==> src/rtl/flash_pkg.sv <==
// Shared constants, state encoding and helpers for the SPI flash page loader.
package flash_pkg;

  localparam logic [7:0]  FLASH_READ_CMD     = 8'h03;
  localparam int unsigned PAGE_WORDS_DEFAULT = 512;
  localparam int unsigned PAGE_ADDR_BITS     = 13;
  // 2048-byte pages: flash byte address = page number << 11
  localparam int unsigned PAGE_OFFSET_BITS   = 11;
  localparam int unsigned WORD_IDX_BITS      = 9;

  typedef enum logic [2:0] {
    StIdle,
    StCommand,
    StAddress,
    StData,
    StDone
  } flash_state_e;

  // Bytes arrive in flash order; the first byte belongs in the low lane of the SRAM word.
  function automatic logic [31:0] byte_swap32(input logic [31:0] w);
    return {w[7:0], w[15:8], w[23:16], w[31:24]};
  endfunction

endpackage

==> src/rtl/flash_spi_shifter.sv <==
// SPI mode-0 bit engine: two clk cycles per bit (low phase, then high phase).
// A segment of up to 32 bits is loaded left-aligned; MOSI is shifted MSB first and MISO is
// sampled on the edge that raises SCK. done_o marks the high phase of the final bit so the
// caller can chain the next segment with no gap.
module flash_spi_shifter (
  input  logic        clk_i,
  input  logic        rst_ni,
  input  logic        start_i,
  input  logic        abort_i,
  input  logic [31:0] tx_data_i,
  input  logic [5:0]  num_bits_i,
  input  logic        miso_i,
  output logic        sck_o,
  output logic        mosi_o,
  output logic [31:0] rx_data_o,
  output logic        done_o
);

  logic        active_q, active_d;
  logic        sck_q, sck_d;
  logic [4:0]  cnt_q, cnt_d;
  logic [31:0] tx_q, tx_d;
  logic [31:0] rx_q, rx_d;

  // Next-state: abort beats start, start beats the running phase toggle.
  always_comb begin
    active_d = active_q;
    sck_d    = sck_q;
    cnt_d    = cnt_q;
    tx_d     = tx_q;
    rx_d     = rx_q;
    if (abort_i) begin
      active_d = 1'b0;
      sck_d    = 1'b0;
      tx_d     = '0;
    end else if (start_i) begin
      active_d = 1'b1;
      sck_d    = 1'b0;
      cnt_d    = 5'(num_bits_i - 6'd1);
      tx_d     = tx_data_i;
    end else if (active_q) begin
      if (!sck_q) begin
        sck_d = 1'b1;
        rx_d  = {rx_q[30:0], miso_i};
      end else begin
        sck_d = 1'b0;
        tx_d  = {tx_q[30:0], 1'b0};
        if (cnt_q == 5'd0) begin
          active_d = 1'b0;
        end else begin
          cnt_d = cnt_q - 5'd1;
        end
      end
    end
  end

  // Shifter state registers.
  always_ff @(posedge clk_i or negedge rst_ni) begin
    if (!rst_ni) begin
      active_q <= 1'b0;
      sck_q    <= 1'b0;
      cnt_q    <= '0;
      tx_q     <= '0;
      rx_q     <= '0;
    end else begin
      active_q <= active_d;
      sck_q    <= sck_d;
      cnt_q    <= cnt_d;
      tx_q     <= tx_d;
      rx_q     <= rx_d;
    end
  end

  assign sck_o     = sck_q;
  assign mosi_o    = tx_q[31];
  assign rx_data_o = rx_q;
  assign done_o    = active_q && sck_q && (cnt_q == 5'd0);

endmodule

==> src/rtl/flash_page_loader.sv <==
// Loads one 2048-byte SPI flash page into a word-wide page-cache SRAM using the 0x03 read
// command. The FSM chains command, address and data segments on the bit shifter back to
// back, so a load runs (8 + 24 + 32 * PAGE_WORDS) * 2 cycles from the first SCK low phase.
module flash_page_loader
  import flash_pkg::*;
#(
  parameter int unsigned PAGE_WORDS         = PAGE_WORDS_DEFAULT,
  parameter int unsigned FLASH_ADDRESS_BITS = 24
) (
  input  logic                      clk,
  input  logic                      rst_n,
  input  logic                      enable,
  input  logic                      loadRequest,
  input  logic [PAGE_ADDR_BITS-1:0] pageAddress,
  output logic                      busy,
  output logic                      pageValid,
  output logic [PAGE_ADDR_BITS-1:0] loadedPage,
  output logic                      flash_csb,
  output logic                      flash_clk,
  output logic                      flash_io0,
  input  logic                      flash_io1,
  output logic                      sramWriteEnable,
  output logic [WORD_IDX_BITS-1:0]  sramAddress,
  output logic [31:0]               sramData
);

  localparam logic [WORD_IDX_BITS-1:0] LastWord = WORD_IDX_BITS'(PAGE_WORDS - 1);

  flash_state_e              state_q, state_d;
  logic                      busy_q, busy_d;
  logic                      page_valid_q, page_valid_d;
  logic [PAGE_ADDR_BITS-1:0] latched_page_q, latched_page_d;
  logic [PAGE_ADDR_BITS-1:0] loaded_page_q, loaded_page_d;
  logic                      csb_q, csb_d;
  logic                      sram_we_q, sram_we_d;
  logic [WORD_IDX_BITS-1:0]  sram_addr_q, sram_addr_d;
  logic [31:0]               sram_data_q, sram_data_d;
  logic [WORD_IDX_BITS-1:0]  word_idx_q, word_idx_d;

  logic        shift_start;
  logic        shift_abort;
  logic        shift_done;
  logic [31:0] shift_tx;
  logic [5:0]  shift_bits;
  logic [31:0] shift_rx;
  logic [31:0] addr_tx;

  // Flash byte address, left-aligned for MSB-first shifting.
  assign addr_tx = 32'({latched_page_q, {PAGE_OFFSET_BITS{1'b0}}}) << (32 - FLASH_ADDRESS_BITS);

  flash_spi_shifter u_shifter (
    .clk_i      (clk),
    .rst_ni     (rst_n),
    .start_i    (shift_start),
    .abort_i    (shift_abort),
    .tx_data_i  (shift_tx),
    .num_bits_i (shift_bits),
    .miso_i     (flash_io1),
    .sck_o      (flash_clk),
    .mosi_o     (flash_io0),
    .rx_data_o  (shift_rx),
    .done_o     (shift_done)
  );

  // Load sequencing: accept in idle, chain segments on shifter done, abort when disabled.
  always_comb begin
    state_d        = state_q;
    busy_d         = busy_q;
    page_valid_d   = page_valid_q;
    latched_page_d = latched_page_q;
    loaded_page_d  = loaded_page_q;
    csb_d          = csb_q;
    sram_we_d      = 1'b0;
    sram_addr_d    = sram_addr_q;
    sram_data_d    = sram_data_q;
    word_idx_d     = word_idx_q;
    shift_start    = 1'b0;
    shift_abort    = 1'b0;
    shift_tx       = '0;
    shift_bits     = '0;

    if (state_q == StIdle) begin
      if (loadRequest && enable) begin
        latched_page_d = pageAddress;
        busy_d         = 1'b1;
        page_valid_d   = 1'b0;
        csb_d          = 1'b0;
        shift_start    = 1'b1;
        shift_tx       = {FLASH_READ_CMD, 24'h0};
        shift_bits     = 6'd8;
        state_d        = StCommand;
      end
    end else if (!enable) begin
      // Disable wins over everything, including a word completing this cycle.
      shift_abort  = 1'b1;
      busy_d       = 1'b0;
      page_valid_d = 1'b0;
      csb_d        = 1'b1;
      state_d      = StIdle;
    end else begin
      case (state_q)
        StCommand: begin
          if (shift_done) begin
            shift_start = 1'b1;
            shift_tx    = addr_tx;
            shift_bits  = 6'(FLASH_ADDRESS_BITS);
            state_d     = StAddress;
          end
        end
        StAddress: begin
          if (shift_done) begin
            shift_start = 1'b1;
            shift_bits  = 6'd32;
            word_idx_d  = '0;
            state_d     = StData;
          end
        end
        StData: begin
          if (shift_done) begin
            sram_we_d   = 1'b1;
            sram_addr_d = word_idx_q;
            sram_data_d = byte_swap32(shift_rx);
            if (word_idx_q == LastWord) begin
              csb_d         = 1'b1;
              loaded_page_d = latched_page_q;
              page_valid_d  = 1'b1;
              state_d       = StDone;
            end else begin
              shift_start = 1'b1;
              shift_bits  = 6'd32;
              word_idx_d  = word_idx_q + 1'b1;
            end
          end
        end
        StDone: begin
          busy_d  = 1'b0;
          state_d = StIdle;
        end
        default: begin
          state_d = StIdle;
        end
      endcase
    end
  end

  // FSM state and registered outputs.
  always_ff @(posedge clk or negedge rst_n) begin
    if (!rst_n) begin
      state_q        <= StIdle;
      busy_q         <= 1'b0;
      page_valid_q   <= 1'b0;
      latched_page_q <= '0;
      loaded_page_q  <= '0;
      csb_q          <= 1'b1;
      sram_we_q      <= 1'b0;
      sram_addr_q    <= '0;
      sram_data_q    <= '0;
      word_idx_q     <= '0;
    end else begin
      state_q        <= state_d;
      busy_q         <= busy_d;
      page_valid_q   <= page_valid_d;
      latched_page_q <= latched_page_d;
      loaded_page_q  <= loaded_page_d;
      csb_q          <= csb_d;
      sram_we_q      <= sram_we_d;
      sram_addr_q    <= sram_addr_d;
      sram_data_q    <= sram_data_d;
      word_idx_q     <= word_idx_d;
    end
  end

  assign busy            = busy_q;
  assign pageValid       = page_valid_q;
  assign loadedPage      = loaded_page_q;
  assign flash_csb       = csb_q;
  assign sramWriteEnable = sram_we_q;
  assign sramAddress     = sram_addr_q;
  assign sramData        = sram_data_q;

endmodule

==> config.mk <==
export PLATFORM = sky130hd
export DESIGN_NAME = flash_page_loader
export DESIGN_NICKNAME = d
export VERILOG_FILES = /design/src/rtl/flash_pkg.sv /design/src/rtl/flash_spi_shifter.sv /design/src/rtl/flash_page_loader.sv
export SDC_FILE = /design/constraint.sdc
export NUM_CORES = 1
export LEC_CHECK = 0
export ABC_AREA = 0
export CAP_MARGIN = 40
export CORE_ASPECT_RATIO = 0.8
export CORE_MARGIN = 2
export CORE_UTILIZATION = 50
export CTS_CLUSTER_DIAMETER = 60
export CTS_CLUSTER_SIZE = 10
export DETAILED_ROUTE_END_ITERATION = 10
export PLACE_DENSITY = 0.74
export SLEW_MARGIN = 10
export SYNTH_ARGS = -nofsm -noshare
export SYNTH_HDL_FRONTEND = slang
export SYNTH_SLANG_ARGS = --single-unit
export TNS_END_PERCENT = 100
==> constraint.sdc <==
create_clock -name clk -period 4.4 [get_ports clk]
set_clock_uncertainty 0.15 [all_clocks]
set_input_delay 0.66 -clock clk [delete_from_list [all_inputs] [get_ports clk]]
set_output_delay 0.66 -clock clk [all_outputs]
set_load 0.1 [all_outputs]
; Word-level counts from Yosys, hierarchy flattened
; Cells that the tools add are included.
[classes]
addsub = 3
n_mul = 0
n_div = 0
order_cmp = 0
eq_ne = 18
shifts = 0
n_mux = 64
n_bitwise = 4
reduce_logical = 21
[ops]
columns = op, n
row1 = 2-to-1 mux 32 bit, 8
row2 = 2-to-1 mux 5 bit, 8
row3 = 2-to-1 mux 1 bit, 32
row4 = 2-to-1 mux 9 bit, 3
row5 = 2-to-1 mux 26 bit, 1
row6 = 2-to-1 mux 3 bit, 7
row7 = one-hot mux 9 bit (2 select lines), 1
row8 = != test 4 bit (second input constant), 4
row9 = AND reduction 4 bit, 4
row10 = one-hot mux 5 bit (3 select lines), 1
row11 = != test 3 x 1 -> 1 bit (second input constant), 4
row12 = AND reduction 5 bit, 2
row13 = subtractor 5 x 1 -> 5 bit (second input constant), 2
row14 = adder 9 x 1 -> 9 bit (second input constant), 1
row15 = equality test 9 bit (second input constant), 1
row16 = one-hot mux 3 bit (3 select lines), 1
row17 = != test 2 bit (second input constant), 4
row18 = equality test 3 x 2 -> 1 bit (second input constant), 2
row19 = AND reduction 2 bit, 3
row20 = AND reduction 6 bit, 1
row21 = nonzero test 2 bit, 3
row22 = nonzero test 3 bit, 2
row23 = logical NOT 5 bit, 1
row24 = 2-to-1 mux 4 bit, 1
row25 = 8 further kinds, 13
[totals]
regBits = 154
latch_bits = 0
mem_bits_rw = 0
romBits = 0
output_inout_bits = 60
word_cells = 125
mem_count = 0

; Depth between registers and ports, before layout
; Gate-level depths: netlist of the first run.
[logic_depth]
word_depth = 8
mapped_depth = 15

; Hierarchy
; Synthesis of the first run repeated with hierarchy kept, for this count alone.
[hier_totals]
cells_unflattened = 516
area_unflattened_um2 = 6964.2
[by_module_without_submodules]
columns = mod, instances, cells_per_inst, area_per_inst_um2, seq_area_each_um2
row1 = flash_page_loader, 1, 256, 3537.1, 2078.2
row2 = flash_spi_shifter, 1, 260, 3427.0, 1776.7

; Least setup slack after synthesis of the first run
; No wires, ideal clock.
[synth_timing]
path_kind = reg-to-reg
start = reg word_idx_q[0]
end = reg u_shifter.cnt_q[4]
setup_time_ns = 0.141
t_arrival_ns = 2.908
required_ns = 4.109
setup_slack_ns = 1.202
stages_incl_launch_ff = 16
period_less_slack_ns = 3.198
path_cell_list = dfrtp_1 > ha_1 > and3_1 > and3_1 > and3_1 > ha_1 > nand3_1 > nand3_1 > nor3_2 > nor2_1 > clkbuf_1 > nand2_1 > ha_1 > inv_1 > o311ai_0 > nand3_1
[synth_via]
elab_chain_len = 8
elab_cells_between_ends = 11
[synth_rtl]
columns = item, line
row1 = "start, declared", flash_page_loader.sv:38  ; logic [WORD_IDX_BITS-1:0] word_idx_q, word_idx_d;
row2 = "start signal, assigned", flash_page_loader.sv:169  ; word_idx_q <= word_idx_d;
row3 = equality test 9 bit *, flash_page_loader.sv:123  ; if (word_idx_q == LastWord) begin
row4 = 2-to-1 mux 1 bit *, flash_page_loader.sv:123
row5 = 2-to-1 mux 1 bit *, flash_page_loader.sv:119  ; if (shift_done) begin
row6 = one-hot mux 1 bit (2 select lines) *, flash_page_loader.sv:101  ; case (state_q)
row7 = 2-to-1 mux 1 bit *, flash_page_loader.sv:93  ; end else if (!enable) begin
row8 = 2-to-1 mux 1 bit *, flash_page_loader.sv:82  ; if (state_q == StIdle) begin
row9 = != test 2 bit (no line) / nonzero test 2 bit (equally long branches), --
row10 = AND reduction 4 bit (no line), --
row11 = "end signal, assigned", flash_spi_shifter.sv:68  ; cnt_q <= cnt_d;
row12 = "end, declared", flash_spi_shifter.sv:21  ; logic [4:0] cnt_q, cnt_d;
; Mark *: on every way between the ends. The rest lies on a longest branch, timed or not.
; A chain may end at the register's enable or synchronous reset.

; Worst setup path after layout of the first run
; Ends and elaborated chain as after synthesis.

==> summary.txt, run 1 <==
Relative area change from synthesis to final layout - 45.8%
Slowest cell on the critical path - sky130_fd_sc_hd__dfrtp_1
Global-route usage over all layers - 22.1%
Slew at the pin closest to its max-slew limit - 918 ps
Placed instance count - 708
Crit path cell chain - ha_1, and3_1, and3_1, and3_1, ha_1, nand3_1, nand3_1, nor3_2, nor2_1, nand2_1, ha_1, inv_1, o311ai_0, nand3_1
Post-route non-filler standard cell count - 741
CP delay by family, top - simple AND/OR/NAND/NOR gates
Die extent in x - 121 um
Post-synthesis cell type count - 41
Antenna fix cells - 0
RSZ-0062 raised after global routing - no
Gate count after technology mapping - 437
Arrival time at the worst endpoint - 3660 ps
Std cell rows - 34
Final antenna-violating net count - 0
Seq cells post-synth - 135
Maximum clock frequency - 282 MHz
Path type of the worst min-delay path - register to register
WL/cell - 16.1 um
Ratio of final minimum period to clock period - 80.5%
Vias - 3904
Synth Warn # - 0
Number of H-tree branching levels - 4
Synthesized area divided by synthesized cell count - 12.6 um^2
Crit path max fanout - 14
Fraction of layout cells with a size suffix above 1 - 31.7%
Peak supply drop - 0.000314 V
Count of pins on the block boundary - 78
Number of detailed-route iterations in the first pass - 4
Post-layout instance area - 8030 um^2
Max incr delay on CP - 430 ps
Endpoints failing setup - 0
Summed instance area of the synthesized netlist - 5510 um^2
Antenna violations before repair - 0
Total area of sequential cells - 3380 um^2
Reg2reg path depth - 14
Met3 track demand over resource - 4.15%
Total gr overflow - 0
Setup slack after layout - 857 ps
Count of final hold-check violations - 0
Crit. path cell count - 14
Clk_lat worst skew - 410 ps
Min cycle time layout - 3540 ps
Routability-driven placement congestion ratio - 0.862
Area used by multi-input combinational logic - 2030 um^2
Floorplan die height - 97.9 um
Number of flops mapped to enable cells by yosys - 0
Number of post-CTS setup repair buffers - 0
Worst Path Class, Setup - register to register
Initial cell density of the core - 51.0%
Total buffers and inverters traversed by the critical path - 1
Overall power after layout - 3.79 mW
Wire length of the first global-routing pass - 20300 um
Grt peak-use layer - met2
PortBufs - 77
M1 GR Usage - 29.7%
Placed wire-length estimate after detailed placement - 8360 um
Share of flip-flops with an asynchronous set or reset after synthesis - 100%
Fraction of met2 tracks used by global routing - 35.0%
DRC errors left - 0
Status - finished, final reports clean
Nature of the critical path endpoint - register
Vias per cell - 5.27
Clk pin slew, worst setup/hold paths - 50 ps
Number of fillers in the final layout - 725
Number of pins with negative max-slew slack in the final report - 0
Max clock buf depth - 2
CTS Sinks - 135
CTS tree - yes
Worst Setup Slack post-DPL - 764 ps
Hold path cells - 2
Core area - 10800 um^2
Part of the Yosys area used for sequential elements - 61.4%
Post-synthesis net count - 458
Top flip-flop cell by instance count after synthesis - sky130_fd_sc_hd__dfrtp_1
Number of clock buffers inserted by TritonCTS - 17
LEAKAGE - 3.81 nW
Maximum number of pins on one net before global-route repair - 63
Area enclosed by the die boundary - 11900 um^2
Number of global-route vias before repair - 4036
DR iter-0 viols - 260
Number of maximum-capacitance constraint violations - 0
Total wirelength of the detailed-routed design - 11900 um
Setup crit start kind - register
Areal power density over the cells - 472 nW/um^2
Clk root buf - sky130_fd_sc_hd__clkbuf_16
Total placed instance area - 7420 um^2
Count of nets after finishing - 605
Max transition margin - 38.6%
Sum of negative setup slack - 0 ps
Required time of the critical path - 4520 ps
==> Yosys cell counts (2+ instances only) <==
library cell | number | share of area, %
sky130_fd_sc_hd__ha_1 | 3 | 0.68
sky130_fd_sc_hd__nand2_1 | 65 | 4.4
sky130_fd_sc_hd__nand3b_1 | 2 | 0.27
sky130_fd_sc_hd__nor2b_1 | 2 | 0.23
sky130_fd_sc_hd__or2_2 | 2 | 0.23
sky130_fd_sc_hd__nor3_1 | 7 | 0.64
sky130_fd_sc_hd__mux2_2 | 80 | 16
sky130_fd_sc_hd__a21oi_1 | 11 | 1.0
sky130_fd_sc_hd__nor2_1 | 15 | 1.0
sky130_fd_sc_hd__and2_1 | 2 | 0.23
sky130_fd_sc_hd__mux2_1 | 10 | 2.0
sky130_fd_sc_hd__clkbuf_1 | 10 | 0.68
sky130_fd_sc_hd__o21ai_0 | 27 | 2.5
sky130_fd_sc_hd__a21o_1 | 2 | 0.27
sky130_fd_sc_hd__nand4_1 | 2 | 0.23
sky130_fd_sc_hd__a31oi_1 | 3 | 0.34
sky130_fd_sc_hd__nand3_1 | 11 | 1.0
sky130_fd_sc_hd__dfrtp_1 | 134 | 61
sky130_fd_sc_hd__nand2b_1 | 2 | 0.23
sky130_fd_sc_hd__buf_4 | 3 | 0.41
sky130_fd_sc_hd__nor3_2 | 2 | 0.36
sky130_fd_sc_hd__a22o_1 | 3 | 0.48
sky130_fd_sc_hd__buf_2 | 7 | 0.64
sky130_fd_sc_hd__o311ai_0 | 2 | 0.32
sky130_fd_sc_hd__a22oi_1 | 10 | 1.4
sky130_fd_sc_hd__and3_1 | 5 | 0.57
==> flip-flops by register name, summed over array words and instances (netlist names), 5 cells and up <==
| signal | cells |
|---|---|
| word_idx_q | 9 |
| u_shifter.rx_data_o | 32 |
| u_shifter.cnt_q | 5 |
| loadedPage | 13 |
| u_shifter.tx_q | 13 |
| sramAddress | 9 |
| latched_page_q | 13 |
| sramData | 32 |
==> worst register-to-register path: stages (launching register included) <==
cell and delay, ps:
sky130_fd_sc_hd__dfrtp_1 430, sky130_fd_sc_hd__ha_1 250, sky130_fd_sc_hd__and3_1 220, sky130_fd_sc_hd__and3_1 210, sky130_fd_sc_hd__and3_1 190, sky130_fd_sc_hd__ha_1 240
sky130_fd_sc_hd__nand3_1 100, sky130_fd_sc_hd__nand3_1 130, sky130_fd_sc_hd__nor3_2 350, sky130_fd_sc_hd__nor2_1 290, sky130_fd_sc_hd__nand2_1 160, sky130_fd_sc_hd__ha_1 240
sky130_fd_sc_hd__inv_1 50, sky130_fd_sc_hd__o311ai_0 300, sky130_fd_sc_hd__nand3_1 100
==> cells by family after synthesis <==
family	Yosys count	share of synthesized area (%)
xor+xnor	1	0.159
flops	135	61.4
mux	90	18.4
fa+ha+maj	3	0.682
buf+inv	21	1.79
compound gates	62	6.77
simple gates	125	10.8
==> per-stage QoR <==
stage	hold WS [ps]	util (%)
floorplan	214	-
global placement	311	59.4
detailed placement	321	68.6
CTS	334	74.3
global route	350	74.3
finish	326	74.3
==> area by class of cell <==
| class | count | area share [%] |
|---|---|---|
| multi-input combinational | 281 | 25.3 |
| inverter | 1 | 0.0468 |
| clock inverter | 9 | 1.53 |
| sequential | 135 | 42.1 |
| tap | 144 | 2.24 |
| timing repair buffer | 148 | 22.9 |
| clock buffer | 23 | 5.95 |
==> where the power goes <==
group / internal (mW) / switching, mW / leakage (nW)
Sequential: 1.42 / 0.169 / 1.83
Clock: 0.931 / 0.495 / 0.297
Combinational: 0.322 / 0.450 / 1.69
Total: 2.68 / 1.11 / 3.81
==> path summary, 6_finish.rpt <==
path / startpoint / endpoint / slack, ps
min in group asynchronous: rst_n / state_q[0] / 460
worst min-delay path: u_shifter.tx_q[23] / u_shifter.tx_q[23] / 330
worst max register to register: word_idx_q[0] / u_shifter.cnt_q[4] / 860
worst min register to register: u_shifter.tx_q[23] / u_shifter.tx_q[23] / 330
worst max-delay path: word_idx_q[0] / u_shifter.cnt_q[4] / 860
max in group asynchronous: rst_n / u_shifter.tx_q[22] / 2600
==> cells in the final DEF, fill, tap and decap left out, types with 10 or more instances in the layout <==
cell and n:
sky130_fd_sc_hd__buf_8 55, sky130_fd_sc_hd__o21ai_0 27, sky130_fd_sc_hd__a22oi_1 10, sky130_fd_sc_hd__mux2_1 10
sky130_fd_sc_hd__clkbuf_16 17, sky130_fd_sc_hd__mux2_2 80, sky130_fd_sc_hd__dfrtp_1 134, sky130_fd_sc_hd__clkdlybuf4s50_1 76
sky130_fd_sc_hd__nand2_1 65, sky130_fd_sc_hd__a21oi_1 11, sky130_fd_sc_hd__nor2_1 15, sky130_fd_sc_hd__nand3_1 11
==> metal layers <==
layer	wire (um)	vias up
li1	-	1843
met5	0	-
met1	5200	1922
met4	168	0
met3	484	18
met2	6070	121
==> repair_timing <==
action                    4_1_cts  5_1_grt
gates resized for setup         0        0
hold endpoints to repair        3        0
hold buffers                    1        0
(Power assumes the default switching activity.)
==> run 2, diff against run 1 <==
Clock period 4.4 ns to 3.51 ns, I/O delays scaled along.
==> run 2 against run 1 <==
Compared with the run above: maximum frequency increased by 7.8%; die area unchanged; largest power group unchanged; clock-buffer cell count decreased by 5; combinational power increased by 22%; worst hold slack improved by 6.9 ps; core utilization decreased by 0.52 points.
==> summary.txt, run 2 (synthesized netlist as in run 1, its figures left out) <==
Status - finished, final reports clean
Initial cell density of the core - 51.0% (unchanged)
Count of pins on the block boundary - 78 (unchanged)
Wire length of the first global-routing pass - 20900 um (+2.9%)
RSZ-0062 raised after global routing - no
Die extent in x - 121 um (unchanged)
Placed wire-length estimate after detailed placement - 8550 um (+2.4%)
Required time of the critical path - 3630 ps (-890 ps)
Worst Setup EP - u_shifter.cnt_q[4]
Worst r2r src - word_idx_q[0]
PortBufs - 77 (unchanged)
Most common cell after layout, fill and taps aside - sky130_fd_sc_hd__dfrtp_1
Max transition margin - 63.4% (+25 points)
Arrival time at the worst endpoint - 3410 ps (-250 ps)
Sw Ratio - 32.4% (+3.0 points)
Sequential share of power - 43.9% (+1.9 points)
Maximum number of pins on one net before global-route repair - 68 (+7.9%)
CP delay by family, top - simple AND/OR/NAND/NOR gates
Antenna violations before repair - 0 (unchanged)
Reg2reg path depth - 14 (unchanged)
Clock group share of total power - 35.5% (-2.1 points)
Vias per cell - 5.36 (+1.7%)
Worst Hold Launch - u_shifter.tx_q[27]
Path type of the worst min-delay path - register to register
Std cell rows - 34 (unchanged)
Total internal power - 3.07 mW (+15%)
Min cycle time layout - 3290 ps (-256 ps)
Vias - 3986 (+2.1%)
LEAKAGE - 3.80 nW (-0.38%)
Crit. path cell count - 14 (unchanged)
Antenna fix cells - 0 (unchanged)
DRC errors left - 0 (unchanged)
Count of nets after finishing - 608 (+0.50%)
CTS tree - yes
DR iter-0 viols - 272 (+4.6%)
Clk root buf - sky130_fd_sc_hd__clkbuf_16
Number of fillers in the final layout - 726 (+0.14%)
Number of pins with negative max-slew slack in the final report - 0 (unchanged)
Worst R2R Setup Slack - 220 ps (-630 ps)
Global-route usage over all layers - 22.5% (+0.40 points)
Routability-driven placement congestion ratio - 0.809 (-6.1%)
Final antenna-violating net count - 0 (unchanged)
Worst Path Class, Setup - register to register
CTS Sinks - 135 (unchanged)
Peak supply drop - 0.000450 V (+43%)
Crit path max fanout - 5 (-9)
Areal power density over the cells - 570 nW/um^2 (+21%)
Relative area change from synthesis to final layout - 44.7%
Endpoints failing setup - 0 (unchanged)
Total gr overflow - 0 (unchanged)
Slowest cell on the critical path - sky130_fd_sc_hd__dfrtp_1
Fraction of layout cells with a size suffix above 1 - 33.0% (+1.3 points)
Switching power summed over all nets - 1.47 mW (+32%)
Sum of negative setup slack - 0 ps (unchanged)
Number of clock buffers inserted by TritonCTS - 17 (unchanged)
WL/cell - 16.7 um (+3.5%)
Clk pin slew, worst setup/hold paths - 60 ps (about the same)
Number of maximum-capacitance constraint violations - 0 (unchanged)
Worst Hold Margin - 333 ps (+6.85 ps)
Max clock buf depth - 2 (unchanged)
Total wirelength of the detailed-routed design - 12400 um (+3.9%)
Crit path cell chain - ha_1, and3_1, and3_1, and3_1, ha_1, nand3_1, nand3_1, nor3_4, nor2_1, nand2_1, ha_1, inv_1, o311ai_1, nand3_1
Maximum clock frequency - 304 MHz (+7.8%)
Slew at the pin closest to its max-slew limit - 548 ps (-370 ps)
Number of post-CTS setup repair buffers - 0 (unchanged)
Portion of total power attributed to combinational logic - 20.6% (+0.2 points)
Nature of the critical path endpoint - register
Area enclosed by the die boundary - 11900 um^2 (unchanged)
Total buffers and inverters traversed by the critical path - 1 (unchanged)
Number of H-tree branching levels - 4 (unchanged)
Setup crit start kind - register
Count of final hold-check violations - 0 (unchanged)
Ratio of final minimum period to clock period - 93.7% (+13 points)
Floorplan die height - 97.9 um (unchanged)
Core area - 10800 um^2 (unchanged)
Number of global-route vias before repair - 4151 (+2.8%)
Final Core Density - 73.8% (-0.52 points)
Worst setup path start - word_idx_q[0]
Number of detailed-route iterations in the first pass - 5 (+1)
Most used cells in the layout excluding fill and tap cells - 134 x sky130_fd_sc_hd__dfrtp_1, 80 x sky130_fd_sc_hd__mux2_2, 72 x sky130_fd_sc_hd__clkdlybuf4s50_1, 65 x sky130_fd_sc_hd__nand2_1, 50 x sky130_fd_sc_hd__buf_8
Clk_lat worst skew - 410 ps (about the same)
Reg-to-reg critical path endpoint - u_shifter.cnt_q[4]
Max incr delay on CP - 420 ps (about the same)
[run 2: changes by cell type in the layout (fill, tap and decap cells not counted), sizes merged, moves of 3 or more]
cell	change
clkinvlp	+3
clkbuf	-5
clkdlybuf4s50	-4
bufinv	-3
inv	+6
buf	+7
[run 2: how the worst min path moves through the flow]
stage,to,slack [ps],cells past startpoint
floorplan,busy,80,0
global placement,u_shifter.tx_q[27],310,2
detailed placement,sramAddress[7],220,1
CTS,sramAddress[7],340,2
global route,sramAddress[7],350,2
finish,u_shifter.tx_q[27],330,2
[run 2: layout make-up]
cell class / count / area (um^2) / share of cell area (%)
repair buffers: 151 / 1830 / 23.0
multi-input cells: 281 / 2030 / 25.5
clock inverters: 14 / 114 / 1.43
clock buffers: 18 / 429 / 5.38
flip-flops and latches: 135 / 3380 / 42.4
well taps: 144 / 180 / 2.26
inverters: 1 / 3.75 / 0.0471
[run 2: power by group through the flow]
stage | combinational [mW] | clock, mW | sequential (mW)
6_report | 0.938 | 1.61 | 1.99
5_1_grt | 1.03 | 1.72 | 2.02
4_1_cts | 0.934 | 1.64 | 1.99
3_5_place_dp | 0.921 | 0 | 2.01
3_3_place_gp | 0.883 | 0 | 2.00
2_1_floorplan | 0.597 | 0 | 2.05
[run 2: layer usage]
layer	track usage, %	share of wire [%]
met5	0	0
met4	5.66	0.94
met3	5.96	3.7
met2	36.3	50
met1	30.7	45
[run 2: metrics by stage]
stage               power (mW)  cell area [um^2]  setup slack (ps)  instances
floorplan                 2.64              5510               312        437
global placement          2.88              6460               355        653
detailed placement        2.93              7410               185        711
CTS                       4.56              7960               153        744
global route              4.78              7970              15.3        744
finish                    4.54              7970               223        744
[run 2: what timing repair did]
item | in CTS | in global routing
endpoints found under the hold margin | 4 | 0
gates resized for setup | 0 | 2
hold buffers | 1 | 0
endpoints found under the setup margin | 0 | 1
[run 2: worst register-to-register path, stage by stage (launching register included)]
cell and delay, ps:
sky130_fd_sc_hd__dfrtp_1 420, sky130_fd_sc_hd__ha_1 250, sky130_fd_sc_hd__and3_1 210, sky130_fd_sc_hd__and3_1 210
sky130_fd_sc_hd__and3_1 180, sky130_fd_sc_hd__ha_1 230, sky130_fd_sc_hd__nand3_1 100, sky130_fd_sc_hd__nand3_1 160
sky130_fd_sc_hd__nor3_4 300, sky130_fd_sc_hd__nor2_1 110, sky130_fd_sc_hd__nand2_1 110, sky130_fd_sc_hd__ha_1 220
sky130_fd_sc_hd__inv_1 70, sky130_fd_sc_hd__o311ai_1 320, sky130_fd_sc_hd__nand3_1 100
